<file path="config.mk">
export PLATFORM = sky130hd
export DESIGN_NAME = sar_adc_ctrl_mc_flat
export DESIGN_NICKNAME = d
export VERILOG_FILES = /design/src/rtl/sar_adc_ctrl_mc_pkg.sv /design/src/rtl/sar_adc_ctrl_mc_if.sv /design/src/rtl/sar_adc_ctrl_mc_cnt.sv /design/src/rtl/sar_adc_ctrl_mc.sv /design/src/flat_wrapper.sv
export SDC_FILE = /design/constraint.sdc
export NUM_CORES = 1
export LEC_CHECK = 0
export CORE_ASPECT_RATIO = 0.7
export CORE_MARGIN = 8
export CORE_UTILIZATION = 55
export CTS_BUF_LIST = sky130_fd_sc_hd__clkbuf_2 sky130_fd_sc_hd__clkbuf_4 sky130_fd_sc_hd__clkbuf_8
export CTS_CLUSTER_DIAMETER = 30
export CTS_CLUSTER_SIZE = 25
export DETAILED_ROUTE_END_ITERATION = 10
export PLACE_DENSITY = 0.78
export SLEW_MARGIN = 20
export SYNTH_ARGS = -nofsm -noshare
export SYNTH_HDL_FRONTEND = slang
export SYNTH_SLANG_ARGS = --single-unit
</file>
<file path="constraint.sdc">
create_clock -name clock -period 3.3 [get_ports clock]
set_input_delay 0.825 -clock clock [delete_from_list [all_inputs] [get_ports clock]]
set_output_delay 0.825 -clock clock [all_outputs]
set_load 0.03 [all_outputs]
</file>
<file path="src/rtl/sar_adc_ctrl_mc_pkg.sv">
// ============================================================================
// Module      : sar_adc_pkg
// Description : Shared types and helpers for the multi-channel SAR ADC
//               controller (state encoding, channel-width helper, comparator
//               polarity).
// Revision    : 1.0 - initial release
// ============================================================================
`default_nettype none

package sar_adc_pkg;

  // Controller states; the 3-bit encoding is fixed so waveforms stay stable.
  typedef enum logic [2:0] {
    ST_IDLE   = 3'd0,
    ST_SAMPLE = 3'd1,
    ST_HOLD   = 3'd2,
    ST_TRIAL  = 3'd3,
    ST_SETTLE = 3'd4,
    ST_DECIDE = 3'd5,
    ST_STORE  = 3'd6,
    ST_DONE   = 3'd7
  } state_e;

  // Comparator level meaning "trial DAC value is above the held input".
  localparam logic COMP_ABOVE = 1'b1;

  // Width of a channel index; a single channel still needs one bit.
  function automatic int ch_w(input int n);
    return (n <= 2) ? 1 : $clog2(n);
  endfunction

endpackage

`default_nettype wire

</file>
<file path="src/rtl/sar_adc_ctrl_mc_if.sv">
// ============================================================================
// Module      : sar_adc_ctrl_mc_if
// Description : Analog front-end / result bus of the SAR ADC controller.
//               master = controller side, slave = front end and consumer.
//               Optional scan input present when SAR_ADC_SCAN_EN is defined.
// Revision    : 1.0 - initial release
// ============================================================================
`default_nettype none

interface sar_adc_ctrl_mc_if #(
  parameter int WIDTH  = 8,
  parameter int NUM_CH = 4
);
  import sar_adc_pkg::*;

  localparam int CH_W = ch_w(NUM_CH);

  logic              nStartCnv;
  logic [CH_W-1:0]   chSel;
  logic              CompOut;
`ifdef SAR_ADC_SCAN_EN
  logic              scanEn;
`endif
  logic              SH;
  logic [CH_W-1:0]   chMux;
  logic [WIDTH-1:0]  B;
  logic              nEndCnv;
  logic [WIDTH-1:0]  dataOut;
  logic [CH_W-1:0]   dataCh;
  logic              dataValid;

  modport master (
    input  nStartCnv, chSel, CompOut,
`ifdef SAR_ADC_SCAN_EN
    input  scanEn,
`endif
    output SH, chMux, B, nEndCnv, dataOut, dataCh, dataValid
  );

  modport slave (
    output nStartCnv, chSel, CompOut,
`ifdef SAR_ADC_SCAN_EN
    output scanEn,
`endif
    input  SH, chMux, B, nEndCnv, dataOut, dataCh, dataValid
  );

endinterface

`default_nettype wire

</file>
<file path="src/rtl/sar_adc_ctrl_mc_cnt.sv">
// ============================================================================
// Module      : sar_adc_cnt
// Description : Loadable down-counter shared by the sample and DAC-settle
//               intervals. Load wins over decrement; saturates at zero.
// Revision    : 1.0 - initial release
// ============================================================================
`default_nettype none

module sar_adc_cnt #(
  parameter int W = 16
) (
  input  wire logic         clock,
  input  wire logic         reset,
  input  wire logic         load_i,
  input  wire logic [W-1:0] val_i,
  input  wire logic         dec_i,
  output logic              zero_o
);

  logic [W-1:0] cnt_q;

  // Counter register: load a duration, then count it down to zero.
  always_ff @(posedge clock) begin
    if (!reset) begin
      cnt_q <= '0;
    end else if (load_i) begin
      cnt_q <= val_i;
    end else if (dec_i && (cnt_q != '0)) begin
      cnt_q <= cnt_q - W'(1);
    end
  end

  assign zero_o = (cnt_q == '0);

endmodule

`default_nettype wire

</file>
<file path="src/rtl/sar_adc_ctrl_mc.sv">
// ============================================================================
// Module      : sar_adc_ctrl_mc
// Description : Parametrised multi-channel SAR ADC controller. Drives the
//               sample/hold, trial DAC and input mux, reads the comparator
//               and publishes each result with its channel tag.
//               Optional feature macro: SAR_ADC_SCAN_EN (continuous
//               round-robin scan of all channels while scanEn is high).
// Revision    : 1.0 - initial release
// ============================================================================
`default_nettype none

module sar_adc_ctrl_mc
  import sar_adc_pkg::*;
#(
  parameter int WIDTH         = 8,
  parameter int NUM_CH        = 4,
  parameter int SAMPLE_CYCLES = 2,
  parameter int SETTLE_CYCLES = 1
) (
  input wire logic           clock,
  input wire logic           reset,
  sar_adc_ctrl_mc_if.master  bus
);

  localparam int CH_W  = ch_w(NUM_CH);
  localparam int K_W   = $clog2(WIDTH);
  localparam int CNT_W = 16;

  localparam logic [CH_W-1:0]  MAX_CH    = CH_W'(NUM_CH - 1);
  localparam logic [K_W-1:0]   TOP_K     = K_W'(WIDTH - 1);
  localparam logic [CNT_W-1:0] SAMPLE_LD = CNT_W'(SAMPLE_CYCLES - 1);
  localparam logic [CNT_W-1:0] SETTLE_LD = CNT_W'((SETTLE_CYCLES > 0) ? SETTLE_CYCLES - 1 : 0);

  state_e             state_q, state_d;
  logic               sh_q, sh_d;
  logic [CH_W-1:0]    chmux_q, chmux_d;
  logic [WIDTH-1:0]   b_q, b_d;
  logic               nend_q, nend_d;
  logic [WIDTH-1:0]   dout_q, dout_d;
  logic [CH_W-1:0]    dch_q, dch_d;
  logic               dvalid_q, dvalid_d;
  logic [K_W-1:0]     k_q, k_d;

  logic               cnt_load;
  logic               cnt_dec;
  logic [CNT_W-1:0]   cnt_val;
  logic               cnt_zero;

  logic               scan_on;
  logic [31:0]        ch_req_ext;
  logic [CH_W-1:0]    ch_req;
  logic [CH_W-1:0]    ch_next;

`ifdef SAR_ADC_SCAN_EN
  assign scan_on = bus.scanEn;
`else
  assign scan_on = 1'b0;
`endif

  // Requested channel, clamped to the last real channel when out of range.
  always_comb begin
    ch_req_ext = 32'(bus.chSel);
    if (ch_req_ext > 32'(NUM_CH - 1)) begin
      ch_req = MAX_CH;
    end else begin
      ch_req = bus.chSel;
    end
  end

  // Next channel in the round-robin scan order.
  assign ch_next = (chmux_q == MAX_CH) ? '0 : chmux_q + CH_W'(1);

  sar_adc_cnt #(
    .W (CNT_W)
  ) u_cnt (
    .clock  (clock),
    .reset  (reset),
    .load_i (cnt_load),
    .val_i  (cnt_val),
    .dec_i  (cnt_dec),
    .zero_o (cnt_zero)
  );

  // Next-state and registered-output logic of the conversion sequencer.
  always_comb begin
    state_d  = state_q;
    sh_d     = sh_q;
    chmux_d  = chmux_q;
    b_d      = b_q;
    nend_d   = nend_q;
    dout_d   = dout_q;
    dch_d    = dch_q;
    dvalid_d = dvalid_q;
    k_d      = k_q;
    cnt_load = 1'b0;
    cnt_dec  = 1'b0;
    cnt_val  = SAMPLE_LD;

    case (state_q)
      ST_IDLE: begin
        if (scan_on || !bus.nStartCnv) begin
          chmux_d  = scan_on ? '0 : ch_req;
          sh_d     = 1'b1;
          nend_d   = 1'b1;
          b_d      = '0;
          cnt_load = 1'b1;
          cnt_val  = SAMPLE_LD;
          state_d  = ST_SAMPLE;
        end
      end
      ST_SAMPLE: begin
        if (cnt_zero) begin
          sh_d    = 1'b0;
          state_d = ST_HOLD;
        end else begin
          cnt_dec = 1'b1;
        end
      end
      ST_HOLD: begin
        k_d     = TOP_K;
        state_d = ST_TRIAL;
      end
      ST_TRIAL: begin
        b_d[k_q] = 1'b1;
        if (SETTLE_CYCLES == 0) begin
          state_d = ST_DECIDE;
        end else begin
          cnt_load = 1'b1;
          cnt_val  = SETTLE_LD;
          state_d  = ST_SETTLE;
        end
      end
      ST_SETTLE: begin
        if (cnt_zero) begin
          state_d = ST_DECIDE;
        end else begin
          cnt_dec = 1'b1;
        end
      end
      ST_DECIDE: begin
        if (bus.CompOut == COMP_ABOVE) begin
          b_d[k_q] = 1'b0;
        end
        if (k_q == '0) begin
          state_d = ST_STORE;
        end else begin
          k_d     = k_q - K_W'(1);
          state_d = ST_TRIAL;
        end
      end
      ST_STORE: begin
        dout_d   = b_q;
        dch_d    = chmux_q;
        dvalid_d = 1'b1;
        state_d  = ST_DONE;
      end
      ST_DONE: begin
        dvalid_d = 1'b0;
        if (scan_on) begin
          // Scanning: chain straight into the next channel's sample phase.
          chmux_d  = ch_next;
          sh_d     = 1'b1;
          b_d      = '0;
          cnt_load = 1'b1;
          cnt_val  = SAMPLE_LD;
          state_d  = ST_SAMPLE;
        end else begin
          nend_d  = 1'b0;
          state_d = ST_IDLE;
        end
      end
      default: begin
        state_d = ST_IDLE;
      end
    endcase
  end

  // State and output registers; reset aborts any conversion in progress.
  always_ff @(posedge clock) begin
    if (!reset) begin
      state_q  <= ST_IDLE;
      sh_q     <= 1'b0;
      chmux_q  <= '0;
      b_q      <= '0;
      nend_q   <= 1'b0;
      dout_q   <= '0;
      dch_q    <= '0;
      dvalid_q <= 1'b0;
      k_q      <= '0;
    end else begin
      state_q  <= state_d;
      sh_q     <= sh_d;
      chmux_q  <= chmux_d;
      b_q      <= b_d;
      nend_q   <= nend_d;
      dout_q   <= dout_d;
      dch_q    <= dch_d;
      dvalid_q <= dvalid_d;
      k_q      <= k_d;
    end
  end

  assign bus.SH        = sh_q;
  assign bus.chMux     = chmux_q;
  assign bus.B         = b_q;
  assign bus.nEndCnv   = nend_q;
  assign bus.dataOut   = dout_q;
  assign bus.dataCh    = dch_q;
  assign bus.dataValid = dvalid_q;

endmodule

`default_nettype wire
</file>
<file path="src/flat_wrapper.sv">
// flat-port wrapper written by rule: the top's interface ports become plain ports
module sar_adc_ctrl_mc_flat import sar_adc_pkg::*;
#(
  parameter int WIDTH         = 8,
  parameter int NUM_CH        = 4,
  parameter int SAMPLE_CYCLES = 2,
  parameter int SETTLE_CYCLES = 1
)
  (clock, reset, bus_nStartCnv, bus_chSel, bus_CompOut, bus_SH, bus_chMux, bus_B, bus_nEndCnv, bus_dataOut, bus_dataCh, bus_dataValid);
  sar_adc_ctrl_mc_if #(.WIDTH(WIDTH), .NUM_CH(NUM_CH)) bus_i ();
  input wire logic clock;
  input wire logic reset;
  input wire logic [$bits(bus_i.nStartCnv)-1:0] bus_nStartCnv;
  input wire logic [$bits(bus_i.chSel)-1:0] bus_chSel;
  input wire logic [$bits(bus_i.CompOut)-1:0] bus_CompOut;
  output wire logic [$bits(bus_i.SH)-1:0] bus_SH;
  output wire logic [$bits(bus_i.chMux)-1:0] bus_chMux;
  output wire logic [$bits(bus_i.B)-1:0] bus_B;
  output wire logic [$bits(bus_i.nEndCnv)-1:0] bus_nEndCnv;
  output wire logic [$bits(bus_i.dataOut)-1:0] bus_dataOut;
  output wire logic [$bits(bus_i.dataCh)-1:0] bus_dataCh;
  output wire logic [$bits(bus_i.dataValid)-1:0] bus_dataValid;
  assign bus_i.nStartCnv = bus_nStartCnv;
  assign bus_i.chSel = bus_chSel;
  assign bus_i.CompOut = bus_CompOut;
  assign bus_SH = bus_i.SH;
  assign bus_chMux = bus_i.chMux;
  assign bus_B = bus_i.B;
  assign bus_nEndCnv = bus_i.nEndCnv;
  assign bus_dataOut = bus_i.dataOut;
  assign bus_dataCh = bus_i.dataCh;
  assign bus_dataValid = bus_i.dataValid;
  sar_adc_ctrl_mc #(.WIDTH(WIDTH), .NUM_CH(NUM_CH), .SAMPLE_CYCLES(SAMPLE_CYCLES), .SETTLE_CYCLES(SETTLE_CYCLES)) u_core (.clock(clock), .reset(reset), .bus(bus_i));
endmodule
</file>
# Yosys cells after proc, flatten, opt, wreduce, memory -nomap -nowiden
# Cells that the tools add are included.
# Widths: inputs -> output; s select.
# totals
out_inout_bits	23
inputBits	6
regBits	45
# op_classes
n_addsub	2
muxes	24
n_lt_le_gt_ge	2
n_reduce_logical	19
eq_ne	12
bitwise	4
# ops
op	count
$mux 16	2
$pmux 3 s8	1
$pmux 8 s3	1
$logic_not 16->1	1
$mux 8	2
$reduce_bool 16->1	1
$sub 16x1->16 const B	1
$mux 3	5
$eq 3x3->1 const B	4
$reduce_bool 2->1	5
$reduce_and 3->1	3
$and 8x8->8	1
$not 8->8	1
$or 8x8->8	1
$pmux 1 s2	4
$mux 1	7
$eq 3x2->1 const B	2
$logic_not 3->1	2
$ne 2x2->1 const B	3
$pmux 3 s2	1
$reduce_and 2->1	3
$lt 3x4->1 const B	1
$ne 2x1->1 const B	2
$demux 1 s3	1
7 further kinds	8

# Logic depth before layout (Yosys ltp)
# logic_depth
ltp_word	8
ltp_mapped	8
ltp_nobuf	7

# Modules after synthesis
# A second synthesis with hierarchy kept.
# unflattened
cells_unflattened	270
area_unflattened_um2	2326.0
# modules_own_cells
mod	area_per_inst_um2	instances	cells_each
sar_adc_ctrl_mc	1403.8	1	156
sar_adc_cnt	922.1	1	114

# Least setup slack after synthesis
# Ideal clock, no wire load.
# synth_timing
kind	input -> register
start	in bus_nStartCnv
end	reg u_core.b_q[0], in the netlist u_core.bus.B[0]
arrival_time_ps	1827
path_buffers	1
setup_ps	119
setup_slack_ps	1354
path_stages	4
path_cell_list	or3b_1 buf_2 o21a_1 o221a_2
# synth_via
elab_chain_len	2
# synth_lines
item	line_no	source
from (decl)	flat_wrapper.sv:13	input wire logic [$bits(bus_i.nStartCnv)-1:0] bus_nStartCnv;
$ne 2x2->1 (no line)	--	
$reduce_and 3->1 (no line)	--	
to (signal assigned)	sar_adc_ctrl_mc.sv:184	b_q <= '0;
to (signal assigned)	sar_adc_ctrl_mc.sv:194	b_q <= b_d;
to (decl)	sar_adc_ctrl_mc.sv:37	logic [WIDTH-1:0] b_q, b_d;
# No other way between the ends.
# A chain may end at the register's enable or synchronous reset.

# Final worst setup path
# layout_timing
start	reg u_core.b_q[1], in the netlist u_core.bus.B[1]
end	out bus_B[1]
# layout_lines
item	line_no	source
to (decl)	flat_wrapper.sv:18	output wire logic [$bits(bus_i.B)-1:0] bus_B;
# No word-level cell between the ends.

==> metrics.txt <==
outcome completed; Setup TNS Final 0 ps; critical path fanouts, max 3; Psw 0.939 mW; number of synthesized flops with an enable pin 0; worst skew pair latency 310 ps; number of global-route vias before repair 1734; core footprint 3870 um2; reg2reg end u_core.u_cnt.cnt_q[10]; Cell Area, Synth 2200 um2; Synth Flop Type dfxtp_1; initial antenna violation count 0; critical path endpoint bus_B[1]; Setup Buffers After CTS 0; sequential fraction of the synthesis area 41.0%; final worst setup slack 1050 ps; leakage 1.00 nW; CP Cell Sequence clkdlybuf4s50_1; global-route wire length before repair 8720 um; largest net degree at the start of global routing 19; relative slew slack 56.3%; ANT cells 0; RR Startpoint u_core.state_q[0]; Die Width 91.6 um; most frequent cells in the layout dfxtp_1 (45), nand2_1 (39), a21oi_1 (28), clkdlybuf4s50_1 (28), nor2_1 (23); GPL Wtd Cong 0.807; Slowest-stage cell, CP clkdlybuf4s50_1; drc violations 0; Combinational Power Share 46.3%; I/O pin total 29; flops & latches, synth 45; Max IR drop VDD 0.523 mV; sequential power share 34.1%; CTS root buf clkbuf_8; CTS tree built; Distinct cells, synth 51; hold buffers post-CTS 0; ys async rst share 0%; CTS Buffer Depth 2; Tmin final 2250 ps; Total Power 2.26 mW; CTS clk-pin slew, worst paths 90 ps; Hold Fails Final Rpt 0; critical path's largest stage delay 700 ps; Total Wirelength 5160 um; DIE AREA 6310 um2; Total GRT Usage 17.5%; cell count of the worst reg-to-reg path 7; Worst Max-Slew Pin Slew 651 ps; starting density of the core 56.7%; FP Rows 19; Die Y 68.9 um; # port buffers 28; via count 1910; RSZ-0062 raised after global routing no; P per Cell Area 855 nW/um2; Syn Nets 271; commonest non-fill, non-tap cell in the layout dfxtp_1; Setup crit end kind primary output; total clock sinks 45; Final #Nets 299; first-pass iteration count of the detailed router 4; R2R Setup Slk 1250 ps; Area Overhead vs Synth 20.0%; worst slack, placed 767 ps; Max Fclk 0.444 GHz; Post-DRT Antenna Nets 0; HPWL after DPL 3810 um; CP Buf/Inv Count 1; CTS H-tree lvls 2; starting DRC count in detailed routing 125; Syn. warnings 0; TritonCTS buffer count 5; total stage count of the critical path 1; Crit path max-delay family buffers and inverters; CP Launch Point u_core.bus.B[1]; internal power 1.32 mW; Pins Over Slew Limit 0; Max Cap Viol 0; Crit path arrival time 1430 ps; worst hold path class flop to flop; CP required 2470 ps; Crit Path Class flop to primary output; Post-Syn Instances 258; Final Cycle Share 68.2%; share of layout cells above drive strength 1 8.71%; Worst setup SP type flop; top cell type's share of synthesized area 41.0%; leading area contributor after synthesis dfxtp_1; final setup fails 0; post-CTS resize count 0; Net Sw Frac 41.6%; Avg Vias per Cell 5.63; DR WL/cell 15.2 um; GRT overflow 0; clock skew 2.88 ps; mean post-synth cell area 8.52 um2; Clk pwr share 19.6%; synth top area cells dfxtp_1 (41%), nand2_1 (6.7%), a21oi_1 (6.4%)
-- synthesized netlist by cell type (all sizes together) (4+ instances only) --
master and n:
inv 6, ha 7, or4 5, nor2 23
o221a 4, o211ai 4, buf 4, a31oi 4
nor4 7, and2 4, clkbuf 6, or3 5
xnor2 5, nand3 7, nand2 39, nor3 5
a21oi 29, dfxtp 45, o21ai 10, nor2b 4
-- layer usage --
layer | vias to the layer above | share of wire, % | track usage, %
met3 | 8 | 7.4 | 6.05
li1 | 982 | - | -
met5 | - | 0 | 0
met4 | 0 | 1.0 | 5.68
met2 | 47 | 40 | 23.8
met1 | 873 | 52 | 25.1
-- power by group through the flow --
stage          Sequential [mW]  Combinational, mW  Clock [mW]
3_5_place_dp             0.780               1.03           0
2_1_floorplan            0.780              0.787           0
6_report                 0.770               1.04       0.442
5_1_grt                  0.784               1.15       0.481
4_1_cts                  0.768               1.04       0.449
3_3_place_gp             0.776               1.01           0
-- how the worst min path moves through the flow --
stage | from | end | slack (ps) | cells past startpoint
final | u_core.bus.dataOut[0] | u_core.bus.dataOut[0] | 460 | 2
after global routing | u_core.bus.dataOut[1] | u_core.bus.dataOut[1] | 490 | 2
after CTS | u_core.bus.dataOut[3] | u_core.bus.dataOut[3] | 460 | 2
after detailed placement | u_core.bus.dataOut[3] | u_core.bus.dataOut[3] | 450 | 2
after global placement | u_core.bus.dataOut[0] | u_core.bus.dataOut[0] | 440 | 2
after floorplan | u_core.u_cnt.cnt_q[11] | u_core.u_cnt.cnt_q[11] | 440 | 2
-- kinds of logic after synthesis --
group | share of synthesized area (%)
DFF | 41.0
and+or+nand+nor | 27.5
adders and majority gates | 3.98
xor gates and xnor gates | 3.19
buffers and inverters | 3.53
AOI/OAI and AO/OA | 19.4
muxes | 1.42
-- cell type report --
type | instances | area (um2)
flip-flops and latches | 45 | 901
clock inverters | 2 | 37.5
clock buffers | 6 | 82.6
well taps | 52 | 65.1
multi-input cells | 195 | 1220
repair buffers | 31 | 303
fillers | 324 | 1240
inverters | 8 | 30.0
-- stage by stage --
| stage | util [%] | hold slack [ps] | cell area, um2 | instances |
|---|---|---|---|---|
| 6_report | 68.1 | 458 | 2640 | 339 |
| 3_5_place_dp | 65.0 | 449 | 2520 | 331 |
| 4_1_cts | 68.1 | 461 | 2640 | 339 |
| 5_1_grt | 68.1 | 486 | 2640 | 339 |
| 2_1_floorplan | - | 442 | 2200 | 258 |
| 3_3_place_gp | 65.0 | 445 | 2520 | 331 |
-- flip-flops by register name, summed over array words and instances, names as in the netlist --
signal and flops:
u_core.bus.dataOut 8, u_core.state_q 3, u_core.bus.dataValid 1, u_core.u_cnt.cnt_q 16
u_core.bus.dataCh 2, u_core.bus.chMux 2, u_core.bus.SH 1, u_core.bus.nEndCnv 1
u_core.k_q 3, u_core.bus.B 8
Power figures use the tool's default switching activity.
==> patch: new RTL, same flow settings <==
Encoding of `state_e`: now one-hot (8 bits for 8 states).
--- a/src/rtl/sar_adc_ctrl_mc_pkg.sv
+++ b/src/rtl/sar_adc_ctrl_mc_pkg.sv
@@ -10,15 +10,15 @@
 package sar_adc_pkg;
 
   // Controller states; the 3-bit encoding is fixed so waveforms stay stable.
-  typedef enum logic [2:0] {
-    ST_IDLE   = 3'd0,
-    ST_SAMPLE = 3'd1,
-    ST_HOLD   = 3'd2,
-    ST_TRIAL  = 3'd3,
-    ST_SETTLE = 3'd4,
-    ST_DECIDE = 3'd5,
-    ST_STORE  = 3'd6,
-    ST_DONE   = 3'd7
+  typedef enum logic [7:0] {
+    ST_IDLE   = 8'b00000001,
+    ST_SAMPLE = 8'b00000010,
+    ST_HOLD   = 8'b00000100,
+    ST_TRIAL  = 8'b00001000,
+    ST_SETTLE = 8'b00010000,
+    ST_DECIDE = 8'b00100000,
+    ST_STORE  = 8'b01000000,
+    ST_DONE   = 8'b10000000
   } state_e;
 
   // Comparator level meaning "trial DAC value is above the held input".
Behaviour: same outputs for any inputs over 10 cycles, from zero or initial values and one cycle with reset low; not proved beyond that.
==> patch against the original RTL <==
  * Critical path depth increased by 4
  * Non-clock buffer count unchanged
  * Routed wire length decreased by 2.6%
  * Sequential cell count increased by 5
  * Cell area increased by 1.0%
  * First-iteration DRC count decreased by 9.6%
  * Utilization decreased by 0.53 points
  * Global-route usage decreased by 1.1 points
  * Count of clock-buffer cells in the layout increased by 1
  * Area after synthesis increased by 3.4%
  * Worst setup slack got worse by 150 ps
  * Hold slack improved by 18 ps
  * Critical endpoint is now u_core.u_cnt.cnt_q[5]
Power is not compared: it rests on default switching activity, and its combinational part moved more than twofold at a synthesized area within 25%.
==> patch: results (changes against the original RTL) <==
Setup path
  • FF-to-FF Start: u_core.state_q[1]
  • FF-to-FF End: u_core.u_cnt.cnt_q[5]
  • CP max stage delay: 480 ps (-220 ps)
  • CP max FO: 15 (+12)

Drt
  • DRT iter0 DRCs: 113 (-9.6%)
  • Met2 routed WL: 2190 um (+6.7%)
  • Vias per cell: 5.72 (+1.5%)
  • Avg WL per Cell: 15.6 um (+2.3%)
  • Met1 WL: 2540 um (-4.8%)

Global routing
  • First-pass GRT wire length: 8600 um (-1.4%)
  • Vias in the first global route: 1733 (-0.058%)

Timing
  • Relative slew slack: 42.4% (-14 points)
  • Hold slack: 476 ps (+17.8 ps)
  • Fin crit share: 72.9% (+4.7 points)
  • Clk_skew: 7.46 ps (+4.58 ps)

Floorplanning
  • Die W: 92.8 um (+1.4%)

Layout
  • Finished Cell Area: 2670 um2 (+1.0%)
  • Sequential cell area: 1000 um2 (+11%)
  • Nets: 279 (-6.7%)
  • Number of non-clock inverters: 7 (-1)
  • Fillers: 350 (+8.0%)
  • Multi-input logic area: 1180 um2 (-3.6%)

Yosys
  • Avg Cell Area, Syn: 9.32 um2 (+9.3%)
  • Register area share after synthesis: 44.0% (+3.0 points)
  • Most frequent cells after synthesis: dfxtp_1, nor2_1, nor2b_1
  • Mapped Nets: 253 (-6.6%)

Placed design
  • Routability cong.: 0.809 (+0.25%)
  • DP Area: 2570 um2 (+2.1%)
  • Hpwl dp: 3520 um (-7.5%)
  • Inst Count DP: 315 (-4.8%)
  • Post-Place Setup Slack: 584 ps (-183 ps)

Status
  • Outcome: completed

Hold path
  • Hold Crit Start: u_core.u_cnt.cnt_q[15]
-- patch: metal layers --
layer	vias to the layer above	track usage, %
met2	36	23.4
met3	4	6.05
met5	-	0
li1	938	-
met1	870	22.6
met4	0	4.27
-- patch: logic make-up after synthesis --
| kind of cell | synth area share, % |
|---|---|
| fa+ha+maj | 1.65 |
| flops | 44.0 |
| mux | 5.28 |
| buf+inv | 4.24 |
| compound gates | 14.6 |
| xor+xnor | 2.70 |
| simple gates | 27.5 |
-- patch: worst max path at each step --
| stage | from | end | cells after the start |
|---|---|---|---|
| floorplan | u_core.state_q[4] | u_core.u_cnt.cnt_q[4] | 7 |
| global placement | bus_nStartCnv | u_core.u_cnt.cnt_q[12] | 5 |
| detailed placement | bus_nStartCnv | u_core.u_cnt.cnt_q[1] | 5 |
| CTS | bus_nStartCnv | u_core.u_cnt.cnt_q[8] | 5 |
| global route | u_core.state_q[1] | u_core.u_cnt.cnt_q[11] | 5 |
| finish | bus_nStartCnv | u_core.u_cnt.cnt_q[5] | 5 |
